<file path="src/rtl/remote_comm_pkg.sv">
// remote_comm_pkg: shared FSM states and framing constants for the host command link
package remote_comm_pkg;
  typedef enum logic [1:0] {IDLE, HIGH, LOW} rc_state_t;
  localparam int BITS_PER_FRAME = 10;
  localparam int DEFAULT_BAUD_DIV = 2604;
endpackage

</file>
<file path="src/rtl/remote_comm_if.sv">
// remote_comm_if: command request and response handshake between host logic and remote_comm
interface remote_comm_if;
  logic [15:0] cmd;
  logic        send_cmd;
  logic        cmd_sent;
  logic        resp_rdy;
  logic [7:0]  resp;
  modport master(output cmd, send_cmd, input cmd_sent, resp_rdy, resp);
  modport slave(input cmd, send_cmd, output cmd_sent, resp_rdy, resp);
endinterface

</file>
<file path="src/rtl/remote_comm_uart_trx.sv">
// uart_trx: 8N1 transmitter and mid-bit sampling receiver sharing one baud divisor
module uart_trx
  import remote_comm_pkg::*;
#(
  parameter int BAUD_DIV = DEFAULT_BAUD_DIV
) (
  input  logic       clk,
  input  logic       rst_n,
  input  logic       trmt,
  input  logic [7:0] tx_data,
  output logic       tx_done,
  output logic       TX,
  input  logic       RX,
  output logic       rdy,
  output logic [7:0] rx_data
);
  localparam logic [11:0] FULL = 12'(BAUD_DIV - 1);
  localparam logic [11:0] HALF = 12'(BAUD_DIV / 2 - 1);
  localparam logic [3:0]  LAST = 4'(BITS_PER_FRAME - 1);
  logic [9:0]  tx_shift;
  logic [11:0] tx_baud, rx_baud;
  logic [3:0]  tx_cnt, rx_cnt;
  logic        tx_busy, tx_tick, rx_busy, rx_tick, rx_s1, rx_s2, rx_q;
  logic [7:0]  rx_shift;
  assign tx_tick = tx_busy && tx_baud == FULL;
  assign rx_tick = rx_busy && rx_baud == '0;
  assign TX = tx_shift[0];
  // Shifting ones in from the top leaves the line idle high once the frame is out
  always_ff @(posedge clk) begin
    if (!rst_n) begin
      tx_shift <= '1;
      tx_baud  <= '0;
      tx_cnt   <= '0;
      tx_busy  <= 1'b0;
      tx_done  <= 1'b0;
    end else begin
      tx_done <= tx_tick && tx_cnt == LAST;
      if (trmt) begin
        tx_shift <= {1'b1, tx_data, 1'b0};
        tx_baud  <= '0;
        tx_cnt   <= '0;
        tx_busy  <= 1'b1;
      end else if (tx_busy) begin
        tx_baud <= tx_tick ? '0 : tx_baud + 1'b1;
        if (tx_tick) begin
          tx_shift <= {1'b1, tx_shift[9:1]};
          tx_cnt   <= tx_cnt + 1'b1;
          tx_busy  <= tx_cnt != LAST;
        end
      end
    end
  end
  // Ten samples per frame: start, eight data, stop; start falls out of the 8-bit shifter
  always_ff @(posedge clk) begin
    if (!rst_n) begin
      {rx_q, rx_s2, rx_s1} <= '1;
      rx_busy  <= 1'b0;
      rx_baud  <= '0;
      rx_cnt   <= '0;
      rx_shift <= '0;
      rx_data  <= '0;
      rdy      <= 1'b0;
    end else begin
      {rx_q, rx_s2, rx_s1} <= {rx_s2, rx_s1, RX};
      rdy <= rx_tick && rx_cnt == LAST;
      if (!rx_busy && rx_q && !rx_s2) begin
        rx_busy <= 1'b1;
        rx_baud <= HALF;
        rx_cnt  <= '0;
      end else if (rx_busy) begin
        rx_baud <= rx_tick ? FULL : rx_baud - 1'b1;
        if (rx_tick) begin
          rx_shift <= {rx_s2, rx_shift[7:1]};
          rx_cnt   <= rx_cnt + 1'b1;
          rx_busy  <= rx_cnt != LAST;
          if (rx_cnt == LAST) rx_data <= rx_shift;
        end
      end
    end
  end
endmodule

</file>
<file path="src/rtl/remote_comm.sv">
// remote_comm: sends a 16-bit command as two UART bytes (high first) and captures the 8-bit response.
// RESP_CLR_ON_SEND_EN makes resp_rdy a level cleared by the next accepted send_cmd instead of a pulse.
module remote_comm
  import remote_comm_pkg::*;
#(
  parameter int BAUD_DIV = DEFAULT_BAUD_DIV
) (
  input  logic         clk,
  input  logic         rst_n,
  input  logic         RX,
  output logic         TX,
  remote_comm_if.slave bus
);
  rc_state_t  state, nxt;
  logic [7:0] cmd_lo, tx_data;
  logic       trmt, tx_done, rdy, accept;
  assign accept = state == IDLE && bus.send_cmd;
  uart_trx #(.BAUD_DIV(BAUD_DIV)) u_trx (
    .clk, .rst_n, .trmt, .tx_data, .tx_done, .TX, .RX, .rdy, .rx_data(bus.resp)
  );
  // High byte goes straight from the port so the first frame starts the clock after accept
  always_comb begin
    nxt     = state;
    trmt    = accept || (state == HIGH && tx_done);
    tx_data = accept ? bus.cmd[15:8] : cmd_lo;
    if (accept) nxt = HIGH;
    else if (tx_done) nxt = state == HIGH ? LOW : state == LOW ? IDLE : state;
  end
  always_ff @(posedge clk) begin
    if (!rst_n) begin
      state        <= IDLE;
      cmd_lo       <= '0;
      bus.cmd_sent <= 1'b0;
      bus.resp_rdy <= 1'b0;
    end else begin
      state        <= nxt;
      cmd_lo       <= accept ? bus.cmd[7:0] : cmd_lo;
      bus.cmd_sent <= accept ? 1'b0 : (state == LOW && tx_done) ? 1'b1 : bus.cmd_sent;
`ifdef RESP_CLR_ON_SEND_EN
      bus.resp_rdy <= rdy || (bus.resp_rdy && !accept);
`else
      bus.resp_rdy <= rdy;
`endif
    end
  end
endmodule

</file>
<file path="src/flat_wrapper.sv">
// flat-port wrapper written by rule: the top's interface ports become plain ports
module remote_comm_flat import remote_comm_pkg::*;
#(
  parameter int BAUD_DIV = DEFAULT_BAUD_DIV
)
  (clk, rst_n, RX, TX, bus_cmd, bus_send_cmd, bus_cmd_sent, bus_resp_rdy, bus_resp);
  remote_comm_if bus_i ();
  input  logic clk;
  input  logic rst_n;
  input  logic RX;
  output logic TX;
  input wire logic [$bits(bus_i.cmd)-1:0] bus_cmd;
  input wire logic [$bits(bus_i.send_cmd)-1:0] bus_send_cmd;
  output wire logic [$bits(bus_i.cmd_sent)-1:0] bus_cmd_sent;
  output wire logic [$bits(bus_i.resp_rdy)-1:0] bus_resp_rdy;
  output wire logic [$bits(bus_i.resp)-1:0] bus_resp;
  assign bus_i.cmd = bus_cmd;
  assign bus_i.send_cmd = bus_send_cmd;
  assign bus_cmd_sent = bus_i.cmd_sent;
  assign bus_resp_rdy = bus_i.resp_rdy;
  assign bus_resp = bus_i.resp;
  remote_comm #(.BAUD_DIV(BAUD_DIV)) u_core (.clk(clk), .rst_n(rst_n), .RX(RX), .TX(TX), .bus(bus_i));
endmodule
</file>
<file path="config.mk">
export PLATFORM = sky130hd
export DESIGN_NAME = remote_comm_flat
export DESIGN_NICKNAME = d
export VERILOG_FILES = /design/src/rtl/remote_comm_pkg.sv /design/src/rtl/remote_comm_if.sv /design/src/rtl/remote_comm_uart_trx.sv /design/src/rtl/remote_comm.sv /design/src/flat_wrapper.sv
export SDC_FILE = /design/constraint.sdc
export NUM_CORES = 1
export LEC_CHECK = 0
export CORE_ASPECT_RATIO = 1.2
export CORE_UTILIZATION = 35
export CTS_BUF_LIST = sky130_fd_sc_hd__clkbuf_4 sky130_fd_sc_hd__clkbuf_8
export DETAILED_ROUTE_END_ITERATION = 7
export PLACE_DENSITY = 0.66
export SLEW_MARGIN = 20
export SYNTH_ARGS = -nofsm -noshare
export SYNTH_HDL_FRONTEND = slang
export SYNTH_SLANG_ARGS = --single-unit
</file>
<file path="constraint.sdc">
create_clock -name clk -period 2.22 [get_ports clk]
set_clock_uncertainty 0.1 [all_clocks]
set_input_delay 0.444 -clock clk [delete_from_list [all_inputs] [get_ports clk]]
set_output_delay 0.444 -clock clk [all_outputs]
set_load 0.005 [all_outputs]
</file>
---- After elaboration in Yosys (flattened, before gate mapping) ----
Cells that the tools add are included.
word-level totals
  register bits after elaboration ......... 76
  input bits .............................. 20
  word-level logic and storage cells ...... 81
cells by class
  add/subtract/negate cells ............... 4
  equality and inequality tests ........... 7
  mux-type cells .......................... 18
  bitwise operators ....................... 2
  reduce and logical (&&, ||, !) cells .... 30
operators with widths
  operator               count
  $mux 9                 3
  $mux 12                2
  $mux 11                2
  $add 12x1->12 const B  1
  $eq 12x12->1 const B   1
  $logic_not 12->1       1
  $sub 12x1->12 const B  1
  $reduce_and 2->1       5
  $reduce_bool 2->1      5
  $logic_and 1x1->1      9
  $add 4x1->4 const B    2
  $eq 4x4->1 const B     2
  $mux 1                 8
  $mux 8                 1
  $ne 4x4->1 const B     2
  $reduce_or 2->1        3
  $mux 2                 2
  $reduce_and 4->1       1
  $reduce_and 3->1       1
  $reduce_bool 3->1      1
  $eq 2x1->1 const B     1
  $eq 2x2->1 const B     1
  $logic_not 1->1        2
  $logic_not 2->1        1
  2 further kinds        3

---- Longest topological paths before layout ----
Gate-level depths: netlist of run 1.
  depth in word-level cells ............... 5
  mapped depth ............................ 8
  mapped depth without buffers ............ 6

---- By module ----
Synthesis of run 1 repeated with hierarchy kept, for this count alone.
unflattened totals
  cell total of the unflattened synthesis .. 401
  area total of the unflattened synthesis .. 3443.3 um2
modules (own cells, without submodules)
  module       times used  cells each  area an instance (um2)  seq. area each (um2)
  uart_trx     1           324         2777.7                  1281.2
  remote_comm  1           77          665.6                   240.2

---- Worst setup path after synthesis of run 1 ----
Ideal clock, no wire load.
  path kind ............................... register -> register
  start point ............................. reg u_core.u_trx.rx_baud[4]
  end point ............................... reg u_core.u_trx.rx_data[2]
  setup time .............................. 132 ps
  arrival ................................. 1847 ps
  required time ........................... 1988 ps
  setup slack ............................. 141 ps
  cell stages (with the launch flop) ...... 7
  path through ............................ dfxtp_1 -> or4_1 -> buf_2 -> or4_1 -> clkbuf_1 -> o21ai_0 -> a21oi_1
between the ends
  longest elaborated chain between the ends .. 3
ends and longest elaborated chain
  what                        line                        RTL
  start, declared             remote_comm_uart_trx.sv:21  logic [11:0] tx_baud, rx_baud;
  start signal, assigned      remote_comm_uart_trx.sv:71  rx_baud <= rx_tick ? FULL : rx_baud - 1'b1;
  $logic_not 12->1            remote_comm_uart_trx.sv:26  assign rx_tick = rx_busy && rx_baud == '0;
  $logic_and 1x1->1           remote_comm_uart_trx.sv:26
  $reduce_and 4->1 (no line)  -
  end signal, assigned        remote_comm_uart_trx.sv:76  if (rx_cnt == LAST) rx_data <= rx_shift;
  end, declared               remote_comm_uart_trx.sv:15  output logic [7:0] rx_data
No other way between the ends.
A chain may end at the register's enable or synchronous reset.

---- Worst setup path in the final report of run 1 ----
  start point ............................. reg u_core.u_trx.rx_baud[5]
  end point ............................... reg u_core.u_trx.rx_cnt[2]
between the ends
  longest elaborated chain between the ends .. 3
ends and longest elaborated chain
  what                        line                        RTL
  $logic_not 12->1            remote_comm_uart_trx.sv:26
  $logic_and 1x1->1           remote_comm_uart_trx.sv:26
  $reduce_and 2->1 (no line)  -
  end signal, assigned        remote_comm_uart_trx.sv:74  rx_cnt <= rx_cnt + 1'b1;
  end, declared               remote_comm_uart_trx.sv:22  logic [3:0] tx_cnt, rx_cnt;
No other way between the ends.

==> results of run 1 <==
-- power groups by stage --
stage	clock network [mW]	registers, mW	logic, mW
after detailed placement	0	1.48	0.318
final	1.09	1.45	0.326
after global routing	1.18	1.46	0.365
after floorplan	0	1.47	0.205
after CTS	1.12	1.45	0.322
after global placement	0	1.48	0.312
-- critical path, delay by kind of cell, from the launching register on --
kind	cells	cell delay, ns
AOI/OAI and AO/OA	1	0.15
DFF	1	0.35
and+or+nand+nor	3	1.46
-- synthesized netlist by cell type --
master	count
sky130_fd_sc_hd__inv_1	8
sky130_fd_sc_hd__o22ai_1	5
sky130_fd_sc_hd__or3b_2	1
sky130_fd_sc_hd__or4_1	3
sky130_fd_sc_hd__a221oi_1	3
sky130_fd_sc_hd__buf_1	2
sky130_fd_sc_hd__o21ai_0	14
sky130_fd_sc_hd__nor2_1	29
sky130_fd_sc_hd__nand2_1	50
sky130_fd_sc_hd__xnor2_1	13
sky130_fd_sc_hd__nand3_1	23
sky130_fd_sc_hd__a211oi_1	5
sky130_fd_sc_hd__nand2b_1	8
sky130_fd_sc_hd__o311ai_0	4
sky130_fd_sc_hd__o31ai_1	1
sky130_fd_sc_hd__a31oi_1	1
sky130_fd_sc_hd__and4_1	1
sky130_fd_sc_hd__and3_1	5
sky130_fd_sc_hd__nor4_2	2
sky130_fd_sc_hd__nand4bb_1	1
sky130_fd_sc_hd__nor4_1	12
sky130_fd_sc_hd__or3_1	8
sky130_fd_sc_hd__and4b_1	1
sky130_fd_sc_hd__nand4b_1	1
sky130_fd_sc_hd__nor3_1	15
sky130_fd_sc_hd__buf_2	2
sky130_fd_sc_hd__xor2_1	5
sky130_fd_sc_hd__ha_1	9
sky130_fd_sc_hd__o21a_1	1
sky130_fd_sc_hd__a311oi_1	1
sky130_fd_sc_hd__nor4b_1	1
sky130_fd_sc_hd__and2_1	2
sky130_fd_sc_hd__nand4_1	7
sky130_fd_sc_hd__dfxtp_1	76
sky130_fd_sc_hd__a21oi_1	45
sky130_fd_sc_hd__nand3b_1	1
sky130_fd_sc_hd__nor2b_1	2
sky130_fd_sc_hd__nor4bb_1	2
sky130_fd_sc_hd__or4b_2	1
sky130_fd_sc_hd__clkbuf_1	24
-- metal layers --
| layer | up-vias | global-route usage [%] |
|---|---|---|
| met5 | - | 0 |
| met1 | 1315 | 19.6 |
| met4 | 0 | 3.57 |
| met2 | 60 | 25.3 |
| met3 | 6 | 5.06 |
| li1 | 1478 | - |
-- metrics by stage --
step | setup WS [ns] | cell area (um^2) | util (%) | setup TNS (ns)
6_report | 0.0990 | 4030 | 44.3 | 0
5_1_grt | -0.00633 | 4030 | 44.3 | -0.0111
4_1_cts | 0.0491 | 4010 | 44.2 | 0
3_5_place_dp | 0.0627 | 3800 | 41.9 | 0
3_3_place_gp | 0.114 | 3800 | 41.9 | 0
2_1_floorplan | 0.141 | 3290 | - | 0
-- kinds of logic (layout without fill, tap and decap cells) --
family	after synthesis	count (layout)	synth area share, %
AO/OA/AOI/OAI	80	80	13.9
XOR/XNOR	18	18	4.79
adder cells (fa/ha/maj)	9	9	3.42
buffers and inverters	36	77	4.19
flip-flops	76	76	46.3
AND/OR/NAND/NOR	176	176	27.5
-- flip-flops by register name (all words and copies together), names as in the netlist --
name,cells
u_core.u_trx.rx_shift,8
u_core.u_trx.rdy,1
u_core.bus.resp_rdy,1
u_core.u_trx.rx_s1,1
u_core.u_trx.rx_q,1
u_core.u_trx.rx_s2,1
u_core.state,2
u_core.u_trx.tx_cnt,4
u_core.u_trx.rx_busy,1
u_core.u_trx.tx_shift,9
u_core.u_trx.rx_baud,12
u_core.bus.cmd_sent,1
u_core.u_trx.rx_data,8
u_core.u_trx.tx_done,1
u_core.cmd_lo,8
u_core.u_trx.tx_busy,1
u_core.u_trx.rx_cnt,4
u_core.u_trx.tx_baud,12
-- how the worst max path moves through the flow --
| stage | from | endpoint | depth (start not counted) |
|---|---|---|---|
| 6_report | u_core.u_trx.rx_baud[5] | u_core.u_trx.rx_cnt[2] | 4 |
| 2_1_floorplan | u_core.u_trx.rx_baud[4] | u_core.u_trx.rx_data[2] | 6 |
| 5_1_grt | u_core.u_trx.rx_baud[5] | u_core.u_trx.rx_data[4] | 4 |
| 4_1_cts | u_core.u_trx.rx_baud[5] | u_core.u_trx.rx_cnt[2] | 4 |
| 3_3_place_gp | u_core.u_trx.rx_baud[5] | u_core.u_trx.rx_cnt[3] | 4 |
| 3_5_place_dp | u_core.u_trx.rx_baud[5] | u_core.u_trx.rx_cnt[2] | 4 |
-- layout make-up --
type	instances	area, um^2	share of cell area (%)
inverter	8	30.0	0.746
sequential	76	1520	37.8
timing repair buffer	53	473	11.7
tap	120	150	3.73
clock inverter	6	72.6	1.80
clock buffer	10	138	3.42
multi-input combinational	283	1640	40.8
==> insert_results.sql, run 1 <==
INSERT INTO impl_metrics (metric_group, metric, value, unit) VALUES
('pwr', 'internal_portion_of_total_power', '2.13', 'mW'),
('die', 'initial_utilization', '36.2', '%'),
('routing', 'detailedRoute.firstIterationViolations', '111', ''),
('grt', 'grt_overflow_total', '0', ''),
('worst_setup_path', 'path_cells', 'or4_1, or4_4, or3_1, a21oi_1', ''),
('sta', 'fmax', '0.471', 'GHz'),
('final_layout', 'filler_cell_count', '912', ''),
('synthesis', 'synth.yosys.seq_area_share', '46.3', '%'),
('min_path', 'worstHoldEndpoint', 'u_core.u_trx.rx_s2', ''),
('synthesis', 'yosysWarnings', '0', ''),
('routing', 'route.layer.met1.wl', '3360', 'um'),
('sta', 'setup_viol_count_final', '0', ''),
('pwr', 'p_clk_share', '37.9', '%'),
('placement', 'place_hpwl', '5100', 'um'),
('final_layout', 'num_antenna_cells', '0', ''),
('final_layout', 'share_of_cells_above_drive_strength_1', '10.1', '%'),
('cts', 'tritoncts', 'done', ''),
('min_path', 'timing.hold.worst_path_depth', '1', ''),
('pwr', 'seqPwrFrac', '50.7', '%'),
('pwr', 'power.density', '712', 'nW/um^2'),
('pwr', 'p_leak', '1.40', 'nW'),
('pwr', 'power.net_switching', '0.738', 'mW'),
('cts', 'cts_made_buffers', '9', ''),
('synthesis', 'postSynthCellCount', '395', ''),
('synthesis', 'netlist_area', '3290', 'um^2'),
('min_path', 'beginning_of_the_worst_hold_path', 'u_core.u_trx.rx_s1', ''),
('die', 'die_h', '108', 'um'),
('pwr', 'design_power_total', '2.87', 'mW'),
('routing', 'remaining_number_of_nets_flagged_by_the_antenna_check_after_routing', '0', ''),
('die', 'fp.dieArea', '9790', 'um^2'),
('grt', 'grt_first_pass_wirelength', '12200', 'um'),
('synthesis', 'synth_top_area_share', '46.3', '%'),
('routing', 'drt_first_pass_iters', '4', ''),
('worst_setup_path', 'required', '2.39', 'ns'),
('cts', 'clk_pin_slew', '0.08', 'ns'),
('sta', 'timing.final.crit_period', '2.12', 'ns'),
('worst_setup_path', 'setup.worst_path.end_class', 'flip-flop', ''),
('worst_setup_path', 'regToRegStartpoint', 'u_core.u_trx.rx_baud[5]', ''),
('cts', 'cts_htree_levels', '3', ''),
('placement', 'post-place-cells', '540', ''),
('synthesis', 'synth_top_area_cell', 'sky130_fd_sc_hd__dfxtp_1', ''),
('die', 'placementRows', '38', ''),
('synthesis', 'postSynthAreaPerCell', '8.32', 'um^2'),
('sta', 'final-max-slew-violation-count', '0', ''),
('placement', 'place.gp.congestion', '0.832', ''),
('cts', 'cts_root_buffer', 'sky130_fd_sc_hd__clkbuf_8', ''),
('sta', 'final_min_period_over_clock_period', '95.5', '%'),
('pwr', 'power.share.combinational', '11.4', '%'),
('worst_setup_path', 'critical-path-slowest-cell', 'sky130_fd_sc_hd__or4_4', ''),
('grt', 'antenna_found_initial', '0', ''),
('worst_setup_path', 'depth_of_the_most_critical_reg_to_reg_path', '4', ''),
('final_layout', 'layout.nets', '460', ''),
('cts', 'postCtsSetupBuffers', '0', ''),
('grt', 'number_of_global_route_vias_before_repair', '2665', ''),
('cts', 'ctsLongestPathBuffers', '2', ''),
('worst_setup_path', 'start_kind', 'flip-flop', ''),
('job', 'count_of_maximum_capacitance_violations', '0', ''),
('synthesis', 'synth_top_cells_by_area', 'sky130_fd_sc_hd__dfxtp_1 46%, sky130_fd_sc_hd__a21oi_1 6.8%, sky130_fd_sc_hd__nand2_1 5.7%', ''),
('status', 'outcome', 'complete, no violations', ''),
('synthesis', 'synth-seq-cells', '76', ''),
('routing', 'wl_met2', '3400', 'um'),
('worst_setup_path', 'worst-path-max-fanout', '6', ''),
('final_layout', 'layout_common_cells', '76 x sky130_fd_sc_hd__dfxtp_1, 50 x sky130_fd_sc_hd__nand2_1, 45 x sky130_fd_sc_hd__a21oi_1, 30 x sky130_fd_sc_hd__clkdlybuf4s50_1, 29 x sky130_fd_sc_hd__nor2_1', ''),
('cts', 'hold_buffers', '0', ''),
('die', 'die_w', '90.5', 'um'),
('sta', 'relSlewSlack', '69.0', '%'),
('synthesis', 'ys_types', '40', ''),
('routing', 'avgViaCountPerCell', '5.14', ''),
('pwr', 'power_switching_share', '25.8', '%'),
('pwr', 'worst_ir_drop_vdd', '0.372', 'mV'),
('sta', 'hold_ws', '0.325', 'ns');
No activity file was read; power rests on OpenSTA's default activity.
==> run 2, diff against run 1 <==
Settings changed: SETUP_SLACK_MARGIN from default to 0.4.
==> run 2 against run 1 <==
Against the previous run: clock power is 18% higher; sequential share of layout area down 1.9 points; hold slack improved by 0.015 ns; combinational power up 13%; worst setup slack better by 0.098 ns; largest power group unchanged.
==> insert_results.sql, run 2 (synthesis results as in run 1) <==
INSERT INTO impl_metrics (metric_group, metric, value, unit) VALUES
('die', 'die_h', '108', 'um'),
('cts', 'clk_pin_slew', '0.08', 'ns'),
('worst_setup_path', 'cp_data_arrival_time', '2.20', 'ns'),
('sta', 'hold_viol_final', '0', ''),
('sta', 'final_min_period_over_clock_period', '91.1', '%'),
('sta', 'timing.final.crit_period', '2.02', 'ns'),
('worst_setup_path', 'start_kind', 'flip-flop', ''),
('final_layout', 'layout_common_cells', '71 x sky130_fd_sc_hd__dfxtp_1, 49 x sky130_fd_sc_hd__nand2_1, 45 x sky130_fd_sc_hd__a21oi_1, 30 x sky130_fd_sc_hd__clkdlybuf4s50_1, 28 x sky130_fd_sc_hd__nor2_1', ''),
('grt', 'grt_overflow_total', '0', ''),
('cts', 'tritoncts', 'done', ''),
('sta', 'worst_slew_pin_slew', '0.662', 'ns'),
('min_path', 'worstHoldEndpoint', 'u_core.u_trx.rx_s2', ''),
('final_layout', 'final_common_cell', 'sky130_fd_sc_hd__dfxtp_1', ''),
('final_layout', 'stdcell_area', '4250', 'um^2'),
('die', 'fp.dieArea', '9790', 'um^2'),
('cts', 'hold_buffers', '0', ''),
('grt', 'number_of_global_route_vias_before_repair', '2766', ''),
('die', 'core_area', '9080', 'um^2'),
('routing', 'drt_wl_total', '7460', 'um'),
('final_layout', 'flow.area_growth_from_synthesis', '29.3', '%'),
('status', 'outcome', 'complete, no violations', ''),
('routing', 'detailroute.via_count', '2914', ''),
('final_layout', 'share_of_cells_above_drive_strength_1', '16.9', '%'),
('grt', 'antenna_found_initial', '0', ''),
('job', 'count_of_maximum_capacitance_violations', '0', ''),
('worst_setup_path', 'timing_worst_setup_path_type', 'flip-flop to flip-flop', ''),
('min_path', 'beginning_of_the_worst_hold_path', 'u_core.u_trx.rx_s1', ''),
('cts', 'cts_made_buffers', '9', ''),
('cts', 'clock_sinks', '76', ''),
('die', 'placementRows', '38', ''),
('grt', 'grt_max_degree', '19', ''),
('pwr', 'power.density', '733', 'nW/um^2'),
('routing', 'remaining_drcs', '0', ''),
('final_layout', 'biggestRegsByFlops', 'u_core.u_trx.rx_baud: 12 flops, u_core.u_trx.tx_baud: 12 flops, u_core.u_trx.tx_shift: 9 flops', ''),
('cts', 'ctsLongestPathBuffers', '2', ''),
('routing', 'avgViaCountPerCell', '5.21', ''),
('grt', 'grt_first_pass_wirelength', '12300', 'um'),
('cts', 'cts_root_buffer', 'sky130_fd_sc_hd__clkbuf_8', ''),
('pwr', 'worst_ir_drop_vdd', '0.438', 'mV'),
('cts', 'cts_htree_levels', '3', ''),
('pwr', 'p_leak', '1.45', 'nW'),
('final_layout', 'final_core_utilization', '46.8', '%'),
('placement', 'place.gp.congestion', '0.816', ''),
('sta', 'timing.setup.tns', '0', 'ns'),
('routing', 'drt_first_pass_iters', '6', ''),
('final_layout', 'num_antenna_cells', '0', ''),
('cts', 'clkLatencyLatePin', '0.35', 'ns'),
('sta', 'fmax', '0.494', 'GHz'),
('placement', 'port_buffers', '30', ''),
('placement', 'post_dp_cell_area', '3780', 'um^2'),
('worst_setup_path', 'depth_of_the_most_critical_reg_to_reg_path', '4', ''),
('sta', 'relSlewSlack', '55.8', '%'),
('worst_setup_path', 'regToRegEndpoint', 'u_core.u_trx.rx_cnt[3]', ''),
('worst_setup_path', 'required', '2.40', 'ns'),
('worst_setup_path', 'regToRegStartpoint', 'u_core.u_trx.rx_baud[7]', ''),
('worst_setup_path', 'worst-r2r-setup-slack', '0.20', 'ns'),
('routing', 'detailedRoute.firstIterationViolations', '120', ''),
('placement', 'place_hpwl', '5020', 'um'),
('grt', 'global_route.usage.total', '15.7', '%'),
('sta', 'grt_setup_unrepaired', 'true', ''),
('die', 'die_w', '90.5', 'um'),
('worst_setup_path', 'setup.worst_path.end_class', 'flip-flop', ''),
('final_layout', 'layout.nets', '463', ''),
('die', 'ioPinCount', '31', ''),
('routing', 'remaining_number_of_nets_flagged_by_the_antenna_check_after_routing', '0', ''),
('min_path', 'timing.hold.worst.class', 'flip-flop to flip-flop', ''),
('routing', 'wl_per_cell', '13.3', 'um'),
('die', 'initial_utilization', '36.2', '%'),
('sta', 'final-max-slew-violation-count', '0', ''),
('sta', 'setup_viol_count_final', '0', ''),
('worst_setup_path', 'worst-path-max-fanout', '6', ''),
('min_path', 'timing.hold.worst_path_depth', '1', ''),
('final_layout', 'filler_cell_count', '863', '');
-- run 2: cell count changes in the layout (fill, tap and decap cells not counted), moves of 4 or more --
cell	change
sky130_fd_sc_hd__o21ai_1	+8
sky130_fd_sc_hd__o21ai_0	-8
sky130_fd_sc_hd__dfxtp_1	-5
sky130_fd_sc_hd__nor4_1	-6
sky130_fd_sc_hd__nor4_2	+4
sky130_fd_sc_hd__dfxtp_2	+5
-- run 2: worst max-delay path by stage --
| stage | startpoint | to | slack (ns) |
|---|---|---|---|
| floorplan | u_core.u_trx.rx_baud[5] | u_core.u_trx.rx_cnt[3] | 0.19 |
| detailed placement | u_core.u_trx.rx_baud[5] | u_core.u_trx.rx_data[4] | 0.04 |
| CTS | u_core.u_trx.rx_baud[7] | u_core.u_trx.rx_cnt[3] | 0.22 |
| finish | u_core.u_trx.rx_baud[7] | u_core.u_trx.rx_cnt[3] | 0.20 |
| global placement | u_core.u_trx.rx_baud[5] | u_core.u_trx.rx_data[7] | 0.08 |
| global route | u_core.u_trx.rx_baud[7] | u_core.u_trx.rx_cnt[3] | 0.12 |
-- run 2: routing by layer --
metal / vias up / share of wire (%) / track usage [%]
li1: 1479 / - / -
met1: 1349 / 44 / 18.0
met2: 69 / 49 / 26.9
met3: 17 / 4.2 / 4.71
met4: 0 / 2.1 / 7.26
met5: - / 0 / 0
-- run 2: what timing repair did --
item / CTS / global route
gates resized for setup: 24 / 25
gates cloned: 1 / 0
buffers inserted: 4 / 2
pin swaps: 5 / 3
setup endpoints to repair: 32 / 58
-- run 2: power breakdown --
part | total, mW | switching, mW | internal, mW
clock network | 1.29 | 0.533 | 0.754
registers | 1.46 | 0.0514 | 1.41
logic | 0.367 | 0.188 | 0.179
total | 3.12 | 0.772 | 2.35
-- run 2: layout make-up --
class,count,area (um^2),share of cell area (%)
clock buffer,9,124,2.91
inverter,8,30.0,0.706
timing repair buffer,55,495,11.7
clock inverter,7,123,2.88
sequential,76,1530,35.9
tap,120,150,3.53
multi-input combinational,284,1800,42.4
-- run 2: worst max-delay path: stages (launching register included) --
cell and delay (ns):
sky130_fd_sc_hd__dfxtp_2 0.33, sky130_fd_sc_hd__or4_4 0.53, sky130_fd_sc_hd__or4_4 0.53, sky130_fd_sc_hd__or3_1 0.33, sky130_fd_sc_hd__a21oi_1 0.13
-- run 2: per-stage QoR --
stage          hold WS, ns  power, mW  std cells  worst slack (ns)
6_report             0.339       3.12        559             0.197
4_1_cts              0.346       3.13        557             0.218
2_1_floorplan        0.286       1.68        395             0.186
3_5_place_dp         0.319       1.79        536            0.0431
3_3_place_gp         0.291       1.78        536            0.0783
5_1_grt              0.364       3.25        559             0.122
